==> config.mk <==
export PLATFORM = sky130hd
export DESIGN_NAME = sev_segment_scan_driver
export DESIGN_NICKNAME = d
export VERILOG_FILES = /design/src/rtl/sev_segment_scan_driver.sv
export SDC_FILE = /design/constraint.sdc
export NUM_CORES = 1
export LEC_CHECK = 0
export ABC_AREA = 0
export ABC_CLOCK_PERIOD_IN_PS = 2280
export CAP_MARGIN = 20
export CORE_UTILIZATION = 45
export DETAILED_ROUTE_END_ITERATION = 8
export PLACE_DENSITY = 0.74
export RECOVER_POWER = 50
export REMOVE_ABC_BUFFERS = 1
export SETUP_SLACK_MARGIN = 0.15
export SYNTH_ARGS = -nofsm -noshare
export SYNTH_HDL_FRONTEND = slang
export SYNTH_SLANG_ARGS = --single-unit
==> constraint.sdc <==
create_clock -name clk -period 2.28 [get_ports clk]
set_clock_uncertainty 0.15 [all_clocks]
set_input_delay 0.456 -clock clk [delete_from_list [all_inputs] [get_ports clk]]
set_output_delay 0.456 -clock clk [all_outputs]
set_load 0.005 [all_outputs]
==> src/rtl/sev_segment_scan_driver.sv <==
// -----------------------------------------------------------------------------
// sev_segment_scan_driver
//
// Time-multiplexed driver for a bank of common-segment seven-segment digits.
// A packed vector of 4-bit digit codes plus decimal points is captured into a
// shadow buffer on `load`. It is promoted to the active buffer only when the
// scan wraps back to digit 0, so a frame never shows a mix of old and new data.
// One digit is scanned per slot of SCAN_DIV cycles. All digit enables are held
// off for the first BLANK_CYC cycles of each slot to suppress ghosting.
//
// Optional feature macro: SEVSEG_HEX_EN
//   defined   : codes 10..15 decode to A b C d E F
//   undefined : codes 10..15 decode to a blank digit (dp still driven)
//
// Ports
//   clk        in   system clock, rising edge
//   rst        in   synchronous active-high reset
//   load       in   one-cycle strobe, captures bcd_in/dp_in into the shadow
//   bcd_in     in   [4*NUM_DIGITS-1:0] digit codes, digit 0 in bits [3:0]
//   dp_in      in   [NUM_DIGITS-1:0] decimal point per digit
//   blank_lz   in   leading-zero blanking enable (level)
//   seg        out  [6:0] segments {a,b,c,d,e,f,g}, polarity per SEG_ACTIVE_LOW
//   dp         out  decimal point of the scanned digit, polarity per SEG_ACTIVE_LOW
//   an         out  [NUM_DIGITS-1:0] one-hot digit enable, polarity per AN_ACTIVE_LOW
//   frame_tick out  one-cycle pulse at the start of each frame
//
// Handshake: `load` is a plain strobe with no backpressure. Every cycle it is
// high, the inputs are captured; the last capture before a wrap is the one shown.
// -----------------------------------------------------------------------------
module sev_segment_scan_driver #(
  parameter int NUM_DIGITS     = 4,
  parameter int SCAN_DIV       = 1000,
  parameter int BLANK_CYC      = 2,
  parameter int SEG_ACTIVE_LOW = 0,
  parameter int AN_ACTIVE_LOW  = 0
) (
  input  logic                      clk,
  input  logic                      rst,
  input  logic                      load,
  input  logic [4*NUM_DIGITS-1:0]   bcd_in,
  input  logic [NUM_DIGITS-1:0]     dp_in,
  input  logic                      blank_lz,
  output logic [6:0]                seg,
  output logic                      dp,
  output logic [NUM_DIGITS-1:0]     an,
  output logic                      frame_tick
);

  localparam int PCNT_W = $clog2(SCAN_DIV);
  localparam int IDX_W  = (NUM_DIGITS > 1) ? $clog2(NUM_DIGITS) : 1;

  logic [PCNT_W-1:0]       pcnt_q, pcnt_d;
  logic [IDX_W-1:0]        idx_q, idx_d;
  logic [4*NUM_DIGITS-1:0] active_bcd_q, active_bcd_d;
  logic [NUM_DIGITS-1:0]   active_dp_q, active_dp_d;
  logic [4*NUM_DIGITS-1:0] shadow_bcd_q, shadow_bcd_d;
  logic [NUM_DIGITS-1:0]   shadow_dp_q, shadow_dp_d;
  logic                    pending_q, pending_d;
  logic [6:0]              seg_q, seg_d;
  logic                    dp_q, dp_d;
  logic [NUM_DIGITS-1:0]   an_q, an_d;
  logic                    frame_tick_q, frame_tick_d;

  logic                    slot_end;
  logic                    wrap;
  logic                    blank_win;
  logic [3:0]              cur_code;
  logic                    cur_dp;
  logic                    cur_lz;
  logic                    zeros_above;
  logic [NUM_DIGITS-1:0]   lz_mask;

  function automatic logic [6:0] decode(input logic [3:0] code);
    logic [6:0] s;
    case (code)
      4'd0:    s = 7'b1111110;
      4'd1:    s = 7'b0110000;
      4'd2:    s = 7'b1101101;
      4'd3:    s = 7'b1111001;
      4'd4:    s = 7'b0110011;
      4'd5:    s = 7'b1011011;
      4'd6:    s = 7'b1011111;
      4'd7:    s = 7'b1110000;
      4'd8:    s = 7'b1111111;
      4'd9:    s = 7'b1111011;
`ifdef SEVSEG_HEX_EN
      4'd10:   s = 7'b1110111;
      4'd11:   s = 7'b0011111;
      4'd12:   s = 7'b1001110;
      4'd13:   s = 7'b0111101;
      4'd14:   s = 7'b1001111;
      4'd15:   s = 7'b1000111;
`endif
      default: s = 7'b0000000;
    endcase
    return s;
  endfunction

  // The enable-off window disappears entirely when BLANK_CYC is 0.
  generate
    if (BLANK_CYC == 0) begin : g_no_blank
      assign blank_win = 1'b0;
    end else begin : g_blank
      assign blank_win = (pcnt_q < PCNT_W'(BLANK_CYC));
    end
  endgenerate

  assign slot_end = (pcnt_q == PCNT_W'(SCAN_DIV - 1));
  assign wrap     = slot_end && (idx_q == IDX_W'(NUM_DIGITS - 1));

  always_comb begin
    cur_code    = 4'd0;
    cur_dp      = 1'b0;
    cur_lz      = 1'b0;
    lz_mask     = '0;
    zeros_above = 1'b1;

    // A digit is a leading zero when it and every digit above it are 0.
    // Digit 0 is always shown so a zero value still displays "0".
    for (int j = NUM_DIGITS - 1; j >= 0; j--) begin
      zeros_above = zeros_above & (active_bcd_q[4*j +: 4] == 4'd0);
      lz_mask[j]  = zeros_above && (j != 0);
    end

    for (int j = 0; j < NUM_DIGITS; j++) begin
      if (idx_q == IDX_W'(j)) begin
        cur_code = active_bcd_q[4*j +: 4];
        cur_dp   = active_dp_q[j];
        cur_lz   = lz_mask[j];
      end
    end
  end

  always_comb begin
    pcnt_d       = slot_end ? '0 : pcnt_q + 1'b1;
    idx_d        = idx_q;
    active_bcd_d = active_bcd_q;
    active_dp_d  = active_dp_q;
    shadow_bcd_d = shadow_bcd_q;
    shadow_dp_d  = shadow_dp_q;
    pending_d    = pending_q;

    if (slot_end) begin
      idx_d = wrap ? '0 : idx_q + 1'b1;
    end

    // Promotion uses the shadow as it was before this cycle's load, and a
    // load landing on the wrap cycle stays pending for the following frame.
    if (wrap && pending_q) begin
      active_bcd_d = shadow_bcd_q;
      active_dp_d  = shadow_dp_q;
      pending_d    = 1'b0;
    end
    if (load) begin
      shadow_bcd_d = bcd_in;
      shadow_dp_d  = dp_in;
      pending_d    = 1'b1;
    end

    // Outputs are computed from the current scan position and registered,
    // so the pins trail the counters by exactly one cycle.
    seg_d        = (blank_lz && cur_lz) ? 7'b0000000 : decode(cur_code);
    dp_d         = cur_dp;
    an_d         = blank_win ? '0 : (NUM_DIGITS'(1) << idx_q);
    frame_tick_d = wrap;
  end

  always_ff @(posedge clk) begin
    if (rst) begin
      pcnt_q       <= '0;
      idx_q        <= '0;
      active_bcd_q <= '0;
      active_dp_q  <= '0;
      shadow_bcd_q <= '0;
      shadow_dp_q  <= '0;
      pending_q    <= 1'b0;
      seg_q        <= 7'b0000000;
      dp_q         <= 1'b0;
      an_q         <= '0;
      frame_tick_q <= 1'b0;
    end else begin
      pcnt_q       <= pcnt_d;
      idx_q        <= idx_d;
      active_bcd_q <= active_bcd_d;
      active_dp_q  <= active_dp_d;
      shadow_bcd_q <= shadow_bcd_d;
      shadow_dp_q  <= shadow_dp_d;
      pending_q    <= pending_d;
      seg_q        <= seg_d;
      dp_q         <= dp_d;
      an_q         <= an_d;
      frame_tick_q <= frame_tick_d;
    end
  end

  // Pin polarity is applied after the logical registers.
  assign seg        = (SEG_ACTIVE_LOW != 0) ? ~seg_q : seg_q;
  assign dp         = (SEG_ACTIVE_LOW != 0) ? ~dp_q : dp_q;
  assign an         = (AN_ACTIVE_LOW != 0) ? ~an_q : an_q;
  assign frame_tick = frame_tick_q;

endmodule

## Word level (Yosys, flattened, before mapping)

Memory sizes are Yosys's and may differ from the RTL's. A register that Yosys moved wholly into a read port is not among the register bits.
Index checks and enable logic that the tools add are counted.

| storage, ports and cells | value |
|---|---|
| register bits | 59 |
| latch bits | 0 |
| RAM bits | 0 |
| bits in read-only memories | 112 |
| bits of input ports | 24 |
| logic and storage cells | 46 |
| memories | 1 |

| operators by class | value |
|---|---|
| add/sub/neg operators | 2 |
| multipliers | 0 |
| div/mod/pow operators | 0 |
| order comparisons | 1 |
| equality and inequality tests | 4 |
| shifts and indexed selects | 1 |
| multiplexer cells | 14 |
| bitwise logic cells | 2 |
| reductions and logical operators | 11 |

Memory list:

| memory | words | bits a word | read ports | clocked after Yosys merged registers in | write ports | RTL line | RTL |
|---|---|---|---|---|---|---|---|
| (no name shown) | 16 | 7 | 1 | 1 | 0 | 75 | `case (code)` |

Operators with widths:

| cell | count |
|---|---|
| 4-bit 2-to-1 mux | 4 |
| 4-bit logical NOT | 3 |
| 10-bit by 1-bit adder with 10-bit output, second input constant | 1 |
| 10-bit equality test, second input constant | 1 |
| 10-bit by 2-bit < comparator with 1-bit output, second input constant | 1 |
| 1-bit 2-to-1 mux | 9 |
| 2-bit OR reduction | 3 |
| 2-bit equality test, second input constant | 2 |
| 1-bit by 2-bit left shift with 4-bit output, first input constant | 1 |
| 1-bit logical AND | 3 |
| 2-bit by 1-bit adder with 2-bit output, second input constant | 1 |
| 1-bit AND | 2 |
| 2-bit by 1-bit equality test with 1-bit output, second input constant | 1 |
| 2-bit logical NOT | 1 |
| 2-bit 2-to-1 mux | 1 |
| 2-bit nonzero test | 1 |

## Depth between registers and ports, before layout

| logic depth | value |
|---|---|
| depth after elaboration | 8 |
| gate-level depth with buffers | 11 |
| gate-level depth less buffers | 10 |

## Worst setup path before layout

Ideal clock, no wire load.

| timing path | value |
|---|---|
| path kind | reg-to-reg |
| from | reg idx_q[0] |
| to | reg seg_q[6], in the netlist seg[6] |
| library setup time | 0.069 ns |
| arrival | 1.888 ns |
| slack | 0.173 ns |
| stages on the path, launching flop included | 11 |
| cells stage by stage | dfxtp_1 -> inv_1 -> ha_1 -> buf_4 -> nor2_2 -> o211ai_1 -> nand2_1 -> inv_1 -> ha_1 -> mux2_2 -> o21ai_1 |

| on the way | value |
|---|---|
| word-level cells in the longest chain between the ends | 6 |
| elaborated cells between the ends (all ways) | 13 |
| those cells by class | 3 x eq/ne; 7 x mux; 3 x reduce/logical |

Ends and longest elaborated chain:

| item | RTL line | RTL |
|---|---|---|
| start, declared | 53 | `logic [IDX_W-1:0] idx_q, idx_d;` |
| start signal, assigned | 183 | `idx_q <= idx_d;` |
| 2-bit by 1-bit equality test with 1-bit output | 126 | `if (idx_q == IDX_W'(j)) begin` |
| 1-bit 2-to-1 mux (3 in a row) | 126 |  |
| 1-bit logical AND | 162 | `seg_d = (blank_lz && cur_lz) ? 7'b0000000 : decode(cur_code);` |
| 2-bit OR reduction (no line) | - |  |
| end, declared | 59 | `logic [6:0] seg_q, seg_d;` |

Parallel ways exist; a longest one is shown, timed or not.
A chain may end at the register's enable or synchronous reset.

## Final worst setup path

| timing path | value |
|---|---|
| from | reg idx_q[0] |
| to | reg seg_q[1], in the netlist seg[1] |

The elaborated chain is that of the path after synthesis.

==> reports/metrics.yaml <==
power_and_ir_drop:
  ir_worst_vdd_uv: 415
  power.density_nw_per_um2: 601
  report.power.total_uw: 2160
  leakagePower_uw: 0.00141
critical_path:
  cp-start-kind: "register"
  worstPathRequired_ps: 2370
  worst-path-max-fanout: 6
  critPathKind: "reg2reg"
  arrival_ps: 2190
  crit_path_end_kind: "register"
clock_network:
  clk-insertion-delay-late_ps: 340
  clock_path_buffers: 2
  clk_pin_slew_ps: 70
  cts_sinks: 66
  root_buffer: "clkbuf_8"
  tritoncts: "yes"
  cts_buffers: 9
  cts-htree-levels: 3
floorplanning:
  die_h_microns: 81.7
  io_pins: 37
  fp.dieW_microns: 81.7
  start_util: 0.474
  rows: 28
  core_sq_um: 6030
  design.die.area_sq_um: 6670
routing:
  dr.pass1.iters: 4
  top_layer_used: "met4"
  dr_wl_met3_microns: 221
  met1_length_microns: 2630
  finalWirelength_microns: 5560
  dr_wl_met2_microns: 2640
  antenna_left: 0
  num_vias: 2190
  drc: 0
  drt-initial-drc-count: 71
  vias_per_cell: 5.00
  routedWlPerCell_microns: 12.7
grt:
  grt-ovfl-total: 0
  grt_max_degree: 22
  grt_pass1_vias: 1999
  antenna_found_initial: 0
  grt_pass1_wl_microns: 8910
  track_usage: 0.178
logic_synthesis:
  synth_compound_area_frac: 0.110
  yosysSeqAreaShare: 0.462
  yosys-top-cells-area: "dfxtp_1, mux2i_1, nand2_1"
  synth-simple-area-share: 0.224
  syn_inst: 312
  synth_top_family_by_area: "simple AND/OR/NAND/NOR gates"
  yosys.area_share.xor_xnor: 0.0245
  syn_area_sq_um: 2860
  synth.largest_area_cell: "dfxtp_1"
  synth-seq-cells: 66
  synth_cell_type_count: 48
  synthAdderAreaFrac: 0.0482
  yosys_warnings: 0
  syn_area_per_cell_sq_um: 9.16
  synth.area.mux_share: 0.0810
  synth_top_area_share: 0.462
placed_design:
  hpwl_microns: 3830
  dp.cells: 414
  portBuffers: 36
  place_congestion: 0.830
final_layout:
  layout_common_cells: "dfxtp_1, nand2_1, nor2_1"
  final_nets: 393
  drive_above_1_share: 0.176
  layoutNonFillerInstCount: 438
  final_common_cell: "dfxtp_1"
  fillers: 550
  areaGrowthSynthToFinish_pct: 25.7
  antenna_cells: 0
sta:
  worstMarginPinSlew_ps: 680
  rsz0062_at_grt: "yes"
  fin_crit_sh: 0.920
  max_freq_mhz: 477
  setup_violations: 0
  drv_slew: 0
  slew_headroom: 0.547
  hold_viol: 0
  fin_crit_ps: 2100
run:
  drv_cap: 0
worst_hold_path:
  hp-class: "reg2reg"
status:
  status: "finished, final reports clean"
## sequential cells by signal (all words and copies together) (netlist names)
register and count:
an 4, pending_q 1, dp 1, frame_tick 1, pcnt_q 10, active_bcd_q 16
shadow_bcd_q 16, seg 7, idx_q 2, active_dp_q 4, shadow_dp_q 4
## power by group
part           switching (uW)  internal [uW]
Sequential               17.2           1190
Clock                     398            420
Combinational            56.7           80.8
## cells by family (layout without fill, tap and decap cells)
family,Yosys count,count (layout)
flip-flops,66,66
multiplexers,23,23
adder cells (fa/ha/maj),11,11
AO/OA/AOI/OAI,47,47
XOR/XNOR,8,8
AND/OR/NAND/NOR,131,131
buffers and inverters,26,77
## cells in the mapped netlist (all sizes together)
| cell type | count |
|---|---|
| nand4bb | 1 |
| and2 | 1 |
| or4 | 1 |
| a22o | 1 |
| a211oi | 3 |
| a21oi | 28 |
| clkbuf | 7 |
| xor2 | 2 |
| a211o | 2 |
| and2b | 1 |
| o21a | 2 |
| a31oi | 2 |
| mux2 | 1 |
| or2 | 1 |
| ha | 11 |
| dfxtp | 66 |
| nor3 | 1 |
| o21ai | 4 |
| inv | 8 |
| nor2 | 46 |
| nand3b | 3 |
| or3 | 1 |
| nor4 | 5 |
| nand2 | 50 |
| nand4 | 1 |
| mux2i | 22 |
| o31ai | 2 |
| buf | 11 |
| nand3 | 4 |
| and3 | 10 |
| nor3b | 2 |
| o211ai | 2 |
| nor2b | 3 |
| xnor2 | 6 |
| a31o | 1 |
## repair_timing
item / in CTS / in global routing
cloned: 0 / 0
resized for setup: 10 / 17
buffers inserted: 0 / 8
pin swaps: 1 / 8
hold buffers: 0 / 0
setup endpoints to repair: 7 / 7
## worst paths after layout
| check | cells after the start | slack [ps] | start | to |
|---|---|---|---|---|
| worst max-delay path | 8 | 180 | idx_q[0]$_SDFFE_PP0P_ | seg[1]$_SDFF_PP0_ |
| worst min-delay path | 1 | 290 | pcnt_q[0]$_SDFF_PP0_ | pcnt_q[0]$_SDFF_PP0_ |
| worst max register to register | 8 | 180 | idx_q[0]$_SDFFE_PP0P_ | seg[1]$_SDFF_PP0_ |
| worst min register to register | 1 | 290 | pcnt_q[0]$_SDFF_PP0_ | pcnt_q[0]$_SDFF_PP0_ |
## worst max-delay path, cell delays in order (launching register included)
cell and delay, ps:
dfxtp_4 380, clkinvlp_4 100, buf_6 110, ha_4 180, nand3b_4 90, a211oi_4 320, nand2_1 120, or4_4 470
o31ai_2 80
## through the flow
step | setup TNS (ps) | hold WS [ps] | utilization | setup slack, ps | area [sq um]
floorplan | 0 | 263 | - | 198 | 2750
finish | 0 | 291 | 0.596 | 182 | 3590
global route | 0 | 315 | 0.596 | 95.6 | 3590
detailed placement | -58.3 | 285 | 0.541 | -58.3 | 3260
global placement | 0 | 279 | 0.541 | 120 | 3260
CTS | 0 | 295 | 0.574 | 127 | 3460
## layout make-up
cell class | instances | area [sq um] | area share
clock buffers | 13 | 149 | 0.0415
clock inverters | 3 | 15.0 | 0.00418
inverters | 8 | 33.8 | 0.00941
multi-input cells | 220 | 1480 | 0.413
flip-flops and latches | 66 | 1330 | 0.370
well taps | 75 | 93.8 | 0.0261
repair buffers | 53 | 488 | 0.136
## layer usage
| layer | vias up | GRT usage |
|---|---|---|
| met5 | - | 0 |
| met4 | 0 | 0.0702 |
| met3 | 7 | 0.0600 |
| met2 | 46 | 0.292 |
| met1 | 1002 | 0.213 |
| li1 | 1135 | - |
No activity file was read; power rests on OpenSTA's default activity.
